File: src/rtl/ahb_pkg.sv
// Shared AHB-Lite encodings for the bridge-side width converters.
package ahb_pkg;

  typedef enum logic [1:0] {
    HTRANS_IDLE   = 2'd0,
    HTRANS_BUSY   = 2'd1,
    HTRANS_NONSEQ = 2'd2,
    HTRANS_SEQ    = 2'd3
  } htrans_e;

  localparam logic [2:0] SIZE_B = 3'd0;
  localparam logic [2:0] SIZE_H = 3'd1;
  localparam logic [2:0] SIZE_W = 3'd2;
  localparam logic [2:0] SIZE_D = 3'd3;

  localparam logic HRESP_OKAY  = 1'b0;
  localparam logic HRESP_ERROR = 1'b1;

endpackage

File: src/rtl/ahb_downsizer_64to32.sv
// AHB-Lite 64-to-32 downsizer: splits aligned doubleword transfers into two
// word beats, passes narrower transfers through, stalls upstream until done.
module ahb_downsizer_64to32
  import ahb_pkg::*;
#(
  parameter int unsigned AddrWidth     = 32,
  parameter bit          ErrOnMisalign = 1'b1
) (
  input  logic                 clk_i,
  input  logic                 rst_i,
  input  logic                 hsel_i,
  input  logic [AddrWidth-1:0] haddr_i,
  input  logic [2:0]           hsize_i,
  input  logic [1:0]           htrans_i,
  input  logic                 hwrite_i,
  input  logic [63:0]          hwdata_i,
  input  logic                 hready_i,
  output logic                 hreadyout_o,
  output logic                 hresp_o,
  output logic [63:0]          hrdata_o,
  output logic [AddrWidth-1:0] m_haddr_o,
  output logic [2:0]           m_hsize_o,
  output logic [1:0]           m_htrans_o,
  output logic                 m_hwrite_o,
  output logic [31:0]          m_hwdata_o,
  input  logic                 m_hready_i,
  input  logic                 m_hresp_i,
  input  logic [31:0]          m_hrdata_i
);

  typedef enum logic [2:0] {
    ST_IDLE, ST_A0, ST_D0, ST_A1, ST_D1, ST_RESP, ST_ERR1, ST_ERR2
  } state_e;

  state_e                 state_q, state_d;
  logic [AddrWidth-1:0]   addr_q, addr_d;
  logic [2:0]             size_q, size_d;
  logic                   write_q, write_d;
  logic                   two_beat_q, two_beat_d;
  logic [63:0]            rdata_q, rdata_d;

  logic accept, illegal, aligned64, start;

  assign accept    = hsel_i & htrans_i[1] & hready_i;
  assign aligned64 = (hsize_i == SIZE_D) && (haddr_i[2:0] == 3'b000);
  assign illegal   = (hsize_i > SIZE_D) ||
                     ((hsize_i == SIZE_D) && (haddr_i[2:0] != 3'b000) && ErrOnMisalign);

  always_ff @(posedge clk_i or posedge rst_i) begin
    if (rst_i) begin
      state_q    <= ST_IDLE;
      addr_q     <= '0;
      size_q     <= '0;
      write_q    <= 1'b0;
      two_beat_q <= 1'b0;
      rdata_q    <= '0;
    end else begin
      state_q    <= state_d;
      addr_q     <= addr_d;
      size_q     <= size_d;
      write_q    <= write_d;
      two_beat_q <= two_beat_d;
      rdata_q    <= rdata_d;
    end
  end

  assign hrdata_o = rdata_q;

  always_comb begin
    state_d     = state_q;
    addr_d      = addr_q;
    size_d      = size_q;
    write_d     = write_q;
    two_beat_d  = two_beat_q;
    rdata_d     = rdata_q;
    start       = 1'b0;
    hreadyout_o = 1'b1;
    hresp_o     = HRESP_OKAY;
    m_htrans_o  = HTRANS_IDLE;
    m_haddr_o   = '0;
    m_hsize_o   = '0;
    m_hwrite_o  = 1'b0;
    m_hwdata_o  = '0;

    unique case (state_q)
      ST_IDLE: start = 1'b1;
      ST_A0: begin
        hreadyout_o = 1'b0;
        m_htrans_o  = HTRANS_NONSEQ;
        m_haddr_o   = two_beat_q ? (addr_q & ~AddrWidth'(4)) : addr_q;
        m_hsize_o   = (size_q > SIZE_W) ? SIZE_W : size_q;
        m_hwrite_o  = write_q;
        if (m_hready_i) state_d = ST_D0;
      end
      ST_D0: begin
        hreadyout_o = 1'b0;
        m_hwdata_o  = (two_beat_q || !addr_q[2]) ? hwdata_i[31:0] : hwdata_i[63:32];
        if (m_hready_i) begin
          if (m_hresp_i) begin
            state_d = ST_ERR1;
          end else begin
            // Narrow reads replicate the word so either upstream lane is valid.
            if (!write_q)
              rdata_d = two_beat_q ? {rdata_q[63:32], m_hrdata_i} : {m_hrdata_i, m_hrdata_i};
            state_d = two_beat_q ? ST_A1 : ST_RESP;
          end
        end
      end
      ST_A1: begin
        hreadyout_o = 1'b0;
        m_htrans_o  = HTRANS_NONSEQ;
        m_haddr_o   = addr_q | AddrWidth'(4);
        m_hsize_o   = SIZE_W;
        m_hwrite_o  = write_q;
        if (m_hready_i) state_d = ST_D1;
      end
      ST_D1: begin
        hreadyout_o = 1'b0;
        m_hwdata_o  = hwdata_i[63:32];
        if (m_hready_i) begin
          if (m_hresp_i) begin
            state_d = ST_ERR1;
          end else begin
            if (!write_q) rdata_d = {m_hrdata_i, rdata_q[31:0]};
            state_d = ST_RESP;
          end
        end
      end
      ST_RESP: start = 1'b1;
      ST_ERR1: begin
        hreadyout_o = 1'b0;
        hresp_o     = HRESP_ERROR;
        state_d     = ST_ERR2;
      end
      ST_ERR2: begin
        hresp_o = HRESP_ERROR;
        start   = 1'b1;
      end
      default: state_d = ST_IDLE;
    endcase

    // IDLE, RESP and ERR2 all end an upstream data phase and may take a new address.
    if (start) begin
      state_d = ST_IDLE;
      if (accept) begin
        addr_d     = haddr_i;
        size_d     = hsize_i;
        write_d    = hwrite_i;
        two_beat_d = aligned64;
        state_d    = illegal ? ST_ERR1 : ST_A0;
      end
    end
  end

endmodule

File: config.mk
export PLATFORM = sky130hd
export DESIGN_NAME = ahb_downsizer_64to32
export DESIGN_NICKNAME = d
export VERILOG_FILES = /design/src/rtl/ahb_pkg.sv /design/src/rtl/ahb_downsizer_64to32.sv
export SDC_FILE = /design/constraint.sdc
export NUM_CORES = 1
export LEC_CHECK = 0
export CAP_MARGIN = 20
export CORE_MARGIN = 1.5
export CORE_UTILIZATION = 34
export DETAILED_ROUTE_END_ITERATION = 12
export HOLD_SLACK_MARGIN = 0.02
export PLACE_DENSITY_LB_ADDON = 0.12
export SETUP_SLACK_MARGIN = 0.4
export SLEW_MARGIN = 20
export SYNTH_ARGS = -nofsm -noshare
export SYNTH_HDL_FRONTEND = slang
export SYNTH_SLANG_ARGS = --single-unit
export TNS_END_PERCENT = 5
File: constraint.sdc
create_clock -name clk_i -period 3.1 [get_ports clk_i]
set_input_delay 0.465 -clock clk_i [delete_from_list [all_inputs] [get_ports clk_i]]
set_output_delay 0.465 -clock clk_i [all_outputs]
set_load 0.05 [all_outputs]
### Word-level counts from Yosys, hierarchy flattened

Cells that the tools add are included.

* muxes and demuxes: 30
* bitwise operators: 5
* equal/unequal tests: 19
* $lt $le $gt $ge: 2
* reduce and logical (&&, ||, !) cells: 18

Operator list (number)
* 64-bit 2-to-1 mux: 7
* 32-bit case mux with 2 select lines: 2
* 64-bit case mux with 2 select lines: 1
* 3-bit 2-to-1 mux: 11
* 32-bit 2-to-1 mux: 1
* 3-bit case mux with 5 select lines: 1
* 2-bit != test (second input constant): 7
* 3-bit equality test (second input constant): 4
* 3-bit != test (second input constant): 4
* 5-bit AND reduction: 2
* 3-bit by 2-bit equality test with 1-bit output (second input constant): 3
* 8-bit AND reduction: 1
* 3-bit by 2-bit > comparator with 1-bit output (second input constant): 2
* 3-bit zero test: 2
* 3-bit case mux with 2 select lines: 1
* 6-bit nonzero test: 1
* 5-bit OR reduction: 1
* 1-bit 2-to-1 mux: 4
* 2-bit 2-to-1 mux: 2
* 2-bit OR reduction: 2
* 3-bit by 1-bit equality test with 1-bit output (second input constant): 1
* 1-bit inverter: 3
* 3-bit nonzero test: 1
* 3-bit OR reduction: 1
* other kinds (6): 9

* logic and storage cells: 81
* output and inout bits: 136
* flip-flop bits (word level): 104

### Depth between registers and ports, before layout

* depth in word-level cells: 6
* mapped depth: 6
* mapped depth without buffers: 3

### Least setup slack after synthesis

Ideal clock, no wire load.

* kind: flip-flop to output port
* start: register state_q[0]
* end: output port m_haddr_o[13]
* arrival time: 1.982 ns
* path buffers: 3
* data required time: 2.635 ns
* setup slack: 0.653 ns
* cell stages (with the launch flop): 6
* cells stage by stage: dfrtp_1 buf_2 nor2b_1 clkbuf_1 clkbuf_1 and2_1

* longest elaborated chain between the ends: 2
* elaborated cells on any way between the ends: 3

RTL lines
* start: declaration: line ahb_downsizer_64to32.sv:35 `state_e state_q, state_d;`
* start signal: assignment: line ahb_downsizer_64to32.sv:58 `state_q <= state_d;`
* 3-bit by 2-bit equality test with 1-bit output or 3-bit by 1-bit equality test with 1-bit output (tied branches): line ahb_downsizer_64to32.sv:85 `unique case (state_q)`
* 32-bit case mux with 2 select lines *: line ahb_downsizer_64to32.sv:85
* end: declaration: line ahb_downsizer_64to32.sv:21 `output logic [AddrWidth-1:0] m_haddr_o,`

Mark *: on every way between the ends. The rest lies on a longest branch, timed or not.

### Worst setup path in the final report

* start: register state_q[0]
* end: output port m_haddr_o[0]

The elaborated chain is that of the path after synthesis.

==> key figures <==
Final layout
  – Diodes inserted: 0
  – Layout cells sized above 1: 0.254
  – Commonest non-fill, non-tap cells in the layout: clkdlybuf4s50_1 (214), dfrtp_1 (104), mux2_2 (69)
  – Register area: 0.00260 mm²
  – Final-stage net count: 747
  – Most common cell after layout, fill and taps aside: clkdlybuf4s50_1
  – Area Growth Syn to Fin: 65.7%
  – Area of the multi-input gates: approximately 0.0019 mm²
  – Filler Cells Inserted: about 1200
  – Fin util: 0.582

GRT
  – First-pass GRT wire length: slightly above 20000 µm
  – Number of global-route vias before repair: between 3000 and 4000
  – Gr usage total: 0.182
  – Pin count of the biggest net entering global routing: 54
  – Initial antenna violation count: 0
  – Gr ovfl total: 0

Synth
  – Synth Register Bits: around 100
  – Adder-Cell Fraction of Synth Area: 0.00214
  – Synth Cell Area: around 0.0047 mm²
  – Largest family of logic cells by synthesized area: multiplexers
  – Synth cell types: 37
  – Syn. warnings: 0
  – Synth Instances: between 300 and 400
  – Post-Synth Simple-Gate Area: 0.0801
  – Seq/Total Area, Yosys: 0.555
  – Mux contribution to synthesized area: 0.243
  – Synth Area in Compound Gates: 0.0835
  – Synthesized area per cell: around 14 µm²
  – XOR/XNOR Fraction of Synth Area: 0.00187

STA
  – Final period util: 0.923
  – Worst slew pin tran: around 0.6 ns
  – Unrepaired setup endpoints after global routing: yes
  – Final setup violation count: 0
  – Setup TNS: 0 ns
  – Pins Over Slew Limit: 0
  – Worst setup margin: 0.239 ns
  – Fin. Hold Viols: 0
  – Final Skew: between 0.01 and 0.015 ns
  – Crit path time final: 2.86 ns
  – Max-slew headroom: 0.607
  – F_max: between 300 and 400 MHz

Routing
  – WL/cell: about 17 µm
  – DR vias/cell: between 4 and 5
  – Remaining DRCs: 0
  – Detailed-route via count: approximately 3800
  – Final WL: between 10000 and 15000 µm
  – Antenna-violating nets left: 0
  – First-pass iteration count of the detailed router: 4
  – Initial drt markers: 61

Floorplanning
  – Num rows: 42
  – Core area: around 0.013 mm²
  – Die area: 0.0145 mm²
  – Initial Utilization: 0.351
  – DIE HEIGHT: ~120 µm
  – Io pins: between 200 and 300
  – Die width: roughly 120 µm

Clock tree
  – Worst-path clk slew: 0.07 ns
  – TritonCTS clock tree: built
  – Clk Latency, worst-skew pair: ~0.34 ns
  – CTS Buf Count: 9
  – # H-tree levels: 3
  – # hold bufs at CTS: 0
  – Clock Path Buffers: 2
  – Number of setup buffers added after CTS: 0
  – Root Driver: clkbuf_16
  – CTS Sinks: between 100 and 150

Worst setup path
  – Crit. Startpoint: state_q[0]
  – Worst setup path class: reg2out
  – Slowest-stage cell, CP: clkdlybuf4s50_1
  – CP max stage delay: 0.82 ns
  – Arrival @ worst endpoint: about 2.4 ns
  – Worst flop-to-flop path startpoint: state_q[1]
  – Worst setup SP type: register
  – Internal reg-to-reg setup slack: between 0.9 and 1 ns
  – Worst setup EP type: output port
  – Crit Path Max Fanout: 37
  – Buf+Inv Stages, Crit Path: 2
  – Crit-path cells: nor2b_1, buf_4, and2_1, clkdlybuf4s50_1
  – Largest delay share family, worst path: buffers and inverters
  – WP data required: approximately 2.6 ns

Power and ir drop
  – Pwr/cell area: 1190 mW/mm²
  – Power Total: approximately 9.2 mW
  – Peak supply drop: 0.681 mV
  – Leakage power: 3.39 nW

Placed design
  – Worst slack at placement: 0.565 ns
  – Placer congestion estimate: 0.715
  – Hpwl dp: 10100 µm
  – I/O Buffers: 272

Worst hold path
  – Worst hold path startpoint: hrdata_o[44]
  – Hold Crit Class: reg2reg

Status
  – Status: completed

Flow run
  – Maxcap violations: 0
worst reg2reg max path: cells and delay by family, from the launching register on:
family                 cells  cell delay (ns)
flip-flops                 1             0.59
AND/OR/NAND/NOR            2             0.75
multiplexers               1             0.39
buffers and inverters      1             0.28
flip-flops by register name (all words and copies together), names as in the netlist:
name	cells
hrdata_o	64
write_q	1
two_beat_q	1
addr_q	32
size_q	3
state_q	3
per-stage QoR:
step | std cells | area [µm²] | hold slack (ns)
floorplan | 343 | 4700 | 0.472
global placement | 772 | 7450 | 0.469
detailed placement | 772 | 7450 | 0.475
CTS | 786 | 7760 | 0.491
global route | 786 | 7770 | 0.510
finish | 786 | 7770 | 0.484
final timing paths:
check,endpoint,depth (start not counted)
max,m_haddr_o[0],4
min,hrdata_o[44],1
max reg2reg,hrdata_o[15],4
min reg2reg,hrdata_o[44],1
max in group asynchronous,hrdata_o[23],3
min in group asynchronous,hrdata_o[56],2
cell usage after synthesis, drive strengths merged:
library cell | number | area share
conb | 1 | 0.00080
buf | 15 | 0.021
nor2b | 4 | 0.0053
or4b | 1 | 0.0029
nor3 | 3 | 0.0032
or2 | 1 | 0.0013
o311ai | 1 | 0.0019
xnor2 | 1 | 0.0019
nand4bb | 1 | 0.0024
inv | 4 | 0.0032
a22o | 32 | 0.060
a21oi | 1 | 0.0011
nand2b | 3 | 0.0040
o22ai | 1 | 0.0013
a31oi | 1 | 0.0013
a211oi | 2 | 0.0059
dfrtp | 104 | 0.56
o211ai | 1 | 0.0016
clkbuf | 12 | 0.0096
nor2 | 2 | 0.0016
or3b | 3 | 0.0056
and2 | 34 | 0.045
and4 | 1 | 0.0019
o2111ai | 1 | 0.0019
o21ai | 2 | 0.0021
nand3 | 1 | 0.0011
o32ai | 1 | 0.0019
and3 | 2 | 0.0027
maj3 | 1 | 0.0021
o21a | 3 | 0.0048
nor3b | 1 | 0.0027
mux2 | 101 | 0.24
layer usage:
layer / global-route usage / share of wire / wire length (µm)
met4: 0.0515 / 0.012 / 158
met2: 0.331 / 0.53 / 7120
met5: 0 / 0 / 0
met3: 0.0703 / 0.10 / 1350
met1: 0.196 / 0.36 / 4910
cell type report:
type	count	area share
multi-input combinational	208	0.249
sequential	104	0.335
tap	176	0.0283
clock inverter	4	0.00999
timing repair buffer	280	0.344
clock buffer	10	0.0308
inverter	4	0.00242
repair_timing:
action                     in CTS  in global routing
resized for setup               1                  2
setup endpoints to repair      15                 46
pin swaps                       0                  0
logic make-up after synthesis:
logic type / count (synthesis)
compound gates: 46
xor+xnor: 1
fa+ha+maj: 1
buf+inv: 31
flops: 104
mux: 101
other cells: 1
simple gates: 57
report_power, final:
group          total, mW  internal [mW]  switching, mW
sequential          2.40           2.03          0.374
clock               1.21          0.726          0.481
combinational       5.61           2.04           3.58
No activity file was read; power rests on OpenSTA's default activity.
==> patch 1 (config.mk and constraints unchanged) <==
The parameter `ErrOnMisalign` goes from 1'b1 to 1'b0.
--- a/src/rtl/ahb_downsizer_64to32.sv
+++ b/src/rtl/ahb_downsizer_64to32.sv
@@ -5,5 +5,5 @@
 #(
   parameter int unsigned AddrWidth     = 32,
-  parameter bit          ErrOnMisalign = 1'b1
+  parameter bit          ErrOnMisalign = 1'b0
 ) (
   input  logic                 clk_i,
Formal check against the unedited RTL: not equivalent (Yosys sat finds a counterexample within 4 cycles, from zero or initial values and one cycle with rst_i high).
==> patch 1 against the unedited design <==
- power is 8.6% higher
- synthesized cell count is 0.88% higher
- synthesized area is 1.4% higher
- count of clock-buffer cells in the layout is 2 higher
- sequential cell count stayed put
- via count is 0.80% higher
- setup slack better by 0.045 ns
- routed wire length is 5.4% higher
- register-to-register slack worse by 0.09 ns
- global-route usage is 0.56 points higher
- design area is 4.5% higher
- highest routed layer unchanged
==> patch 1: results <==
metrics = {
    "route": {
        "wl_met3_um": 1294,
        "wl_met1_um": 5278,
        "drtIter0Drc": 90,
        "wl_met2_um": 7395,
    },
    "status": {
        "outcome": "finished clean",
    },
    "global_route": {
        "grt_use_met3_pct": 6.109,
        "track_usage_pct": 18.79,
        "grt_pass1_wl_um": 21230,
        "grt_util_met1_pct": 20.02,
        "grtUsageMet2_pct": 34.41,
    },
    "power": {
        "clkPwrFrac_pct": 12.4,
        "switching_share_pct": 46.76,
        "power.leakage_nw": 3.614,
        "ir_worst_vdd_uv": 621.0,
        "comb_power_share_pct": 63.3,
    },
    "setup_path": {
        "slowest_delay_ns": 0.69,
        "r2r-end": "hrdata_o[4]",
        "reg2reg_from": "state_q[0]",
        "r2r_slack_ns": 0.89,
    },
    "clock_tree": {
        "post_cts_resized": 2,
    },
    "placed_design": {
        "dpl_cell_area_um2": 7771,
        "hpwl_um": 10540,
        "post-place-ws_ns": 0.3530,
        "gp_congestion": 0.7945,
    },
    "final_layout": {
        "num-fill-cells": 1185,
        "nets": 752,
        "layout-drive-gt1-share_pct": 29.17,
    },
    "timing": {
        "relSlewSlack_pct": 38.50,
        "fin_crit_sh_pct": 90.85,
        "worst_clock_skew_ns": 0.008057,
    },
    "yosys": {
        "synthTopCellsByArea": "dfrtp_1 (55%), mux2_2 (15%), mux2_4 (9.5%)",
    },
    "worst_hold_path": {
        "min_to": "addr_q[27]",
    },
}
patch 1: cell count changes after synthesis, sizes merged, moves of 3 or more:
| cell | unedited run | this run |
|---|---|---|
| nor2 | 2 | 7 |
| o21ai | 2 | 6 |
| nand2 | 0 | 7 |
| o21a | 3 | 0 |
| a21oi | 1 | 4 |
| or3b | 3 | 0 |
| clkbuf | 12 | 9 |
patch 1: per-stage QoR:
| step | utilization [%] | cells | total power, mW | hold WS, ns |
|---|---|---|---|---|
| 5_1_grt | 58.92 | 797 | 10.43 | 0.5166 |
| 2_1_floorplan | - | 346 | 6.460 | 0.4489 |
| 6_report | 58.92 | 797 | 10.02 | 0.4961 |
| 4_1_cts | 58.86 | 797 | 10.12 | 0.5026 |
| 3_5_place_dp | 56.42 | 781 | 8.826 | 0.4877 |
| 3_3_place_gp | 56.42 | 781 | 8.728 | 0.4627 |
patch 1: how the worst max path moves through the flow:
stage	end	depth (start not counted)
after floorplan	m_haddr_o[13]	5
after global placement	hrdata_o[24]	4
after detailed placement	hrdata_o[4]	4
after CTS	m_haddr_o[4]	4
after global routing	m_haddr_o[8]	4
final	m_haddr_o[8]	4
patch 1: cells by family (layout without fill, tap and decap cells):
family          count (synthesis)  in the layout  share of synthesized area (%)
compound gates                 47             47                          7.925
xor+xnor                        1              1                         0.1843
fa+ha+maj                       1              1                         0.2106
buf+inv                        30            301                          3.423
flops                         104            104                          54.77
mux                            99             99                          25.83
other cells                     1              2                        0.07891
simple gates                   62             62                          7.583
patch 1: cell type report:
| class | instances | share of cell area (%) |
|---|---|---|
| timing repair buffer | 279 | 35.85 |
| clock buffer | 12 | 3.161 |
| clock inverter | 4 | 0.9405 |
| inverter | 6 | 0.3700 |
| sequential | 104 | 32.08 |
| multi-input combinational | 212 | 24.82 |
| tap | 180 | 2.775 |
==> patch 2 (same settings) <==
Made on the original files. Make the reset (`rst_i`) synchronous in one clocked block.
--- a/src/rtl/ahb_downsizer_64to32.sv
+++ b/src/rtl/ahb_downsizer_64to32.sv
@@ -47,5 +47,5 @@
                      ((hsize_i == SIZE_D) && (haddr_i[2:0] != 3'b000) && ErrOnMisalign);
 
-  always_ff @(posedge clk_i or posedge rst_i) begin
+  always_ff @(posedge clk_i) begin
     if (rst_i) begin
       state_q    <= ST_IDLE;
Check against the original RTL: differs if rst_i is asserted again (counterexample within 4 cycles, from zero or initial values and one cycle with rst_i high); with rst_i held inactive, the same outputs for 4 cycles.
==> patch 2 against the unedited design <==
- synthesized area is 3.9% lower
- routed wire length is 10% higher
- critical path depth is 1 lower
- design area is 3.9% lower
- first-iteration DRC count grew to 5.0 times the old value
- sequential cell count stayed put
- setup slack better by 0.26 ns
- die area is 3.8% lower
Power is not compared: it rests on default switching activity, and its combinational part moved more than twofold at a synthesized area within 25%.
==> patch 2: results <==
metrics = {
    "status": {
        "outcome": "finished clean",
    },
    "route": {
        "vias_per_cell": 4.829,
        "wl_met1_um": 6362,
        "drtIter0Drc": 308,
        "num_vias": 4786,
        "routed_wl_um": 14940,
    },
    "global_route": {
        "grt_pass1_wl_um": 23720,
        "grt_use_met3_pct": 6.928,
        "grt_max_degree": 61,
        "grtUsageMet2_pct": 35.03,
        "track_usage_pct": 21.03,
        "grt_pass1_vias": 4513,
    },
    "worst_hold_path": {
        "hold-path-cell-count": 2,
    },
    "timing": {
        "fin_crit_ns": 2.602,
        "tightest_slew_ns": 0.7912,
        "worst_clock_skew_ns": 0.008884,
    },
    "final_layout": {
        "signal_buffers": 282,
        "bufAreaShareNonClock_pct": 35.51,
        "num-fill-cells": 1163,
        "multi_input_cells": 416,
        "seq_cells": 104,
        "inverters_excl_clock": 1,
    },
    "yosys": {
        "synth_ff_type": "dfxtp_1",
        "synthTopCellsByCount": "nand2_1 (204), dfxtp_1 (104), a21oi_1 (74)",
        "synth_cell_types": 40,
        "avgSynthCellArea_um2": 7.928,
        "synth_cells": 568,
        "synth-adder-area-share_pct": 0.2223,
        "synthTopCellsByArea": "dfxtp_1 (46%), nand2_1 (17%), a21oi_1 (8.2%)",
    },
    "setup_path": {
        "crit_end": "hreadyout_o",
        "critical_path.max_fanout": 14,
        "crit_start": "state_q[0]",
        "reg2reg_depth": 5,
        "crit_arrival_ns": 2.14,
    },
    "placed_design": {
        "hpwl_um": 10540,
        "place_inst": 975,
        "gp_congestion": 0.7865,
    },
    "clock_tree": {
        "post_cts_resized": 2,
    },
}
-- patch 2: changes by cell type after synthesis, sizes merged, moves of 2 or more --
cell / before / now
dfxtp: 0 / 104
a21o: 0 / 2
nand2: 0 / 204
clkbuf: 12 / 34
dfrtp: 104 / 0
nand2b: 3 / 1
or3b: 3 / 1
a21oi: 1 / 104
mux2: 101 / 0
inv: 4 / 1
o21ai: 2 / 4
o21a: 3 / 1
-- patch 2: cell families (layout without fill, tap and decap cells) --
| kind of cell | count (synthesis) | in the layout |
|---|---|---|
| simple gates | 261 | 261 |
| compound gates | 150 | 150 |
| flops | 104 | 104 |
| buf+inv | 49 | 299 |
| xor+xnor | 2 | 2 |
| fa+ha+maj | 1 | 1 |
| other cells | 1 | 2 |
-- patch 2: worst register-to-register path, stage by stage, from the launching register on --
cell	delay (ns)
dfxtp_2	0.42
or3_1	0.43
a21oi_2	0.15
buf_4	0.35
o21ai_1	0.17
a221oi_1	0.26
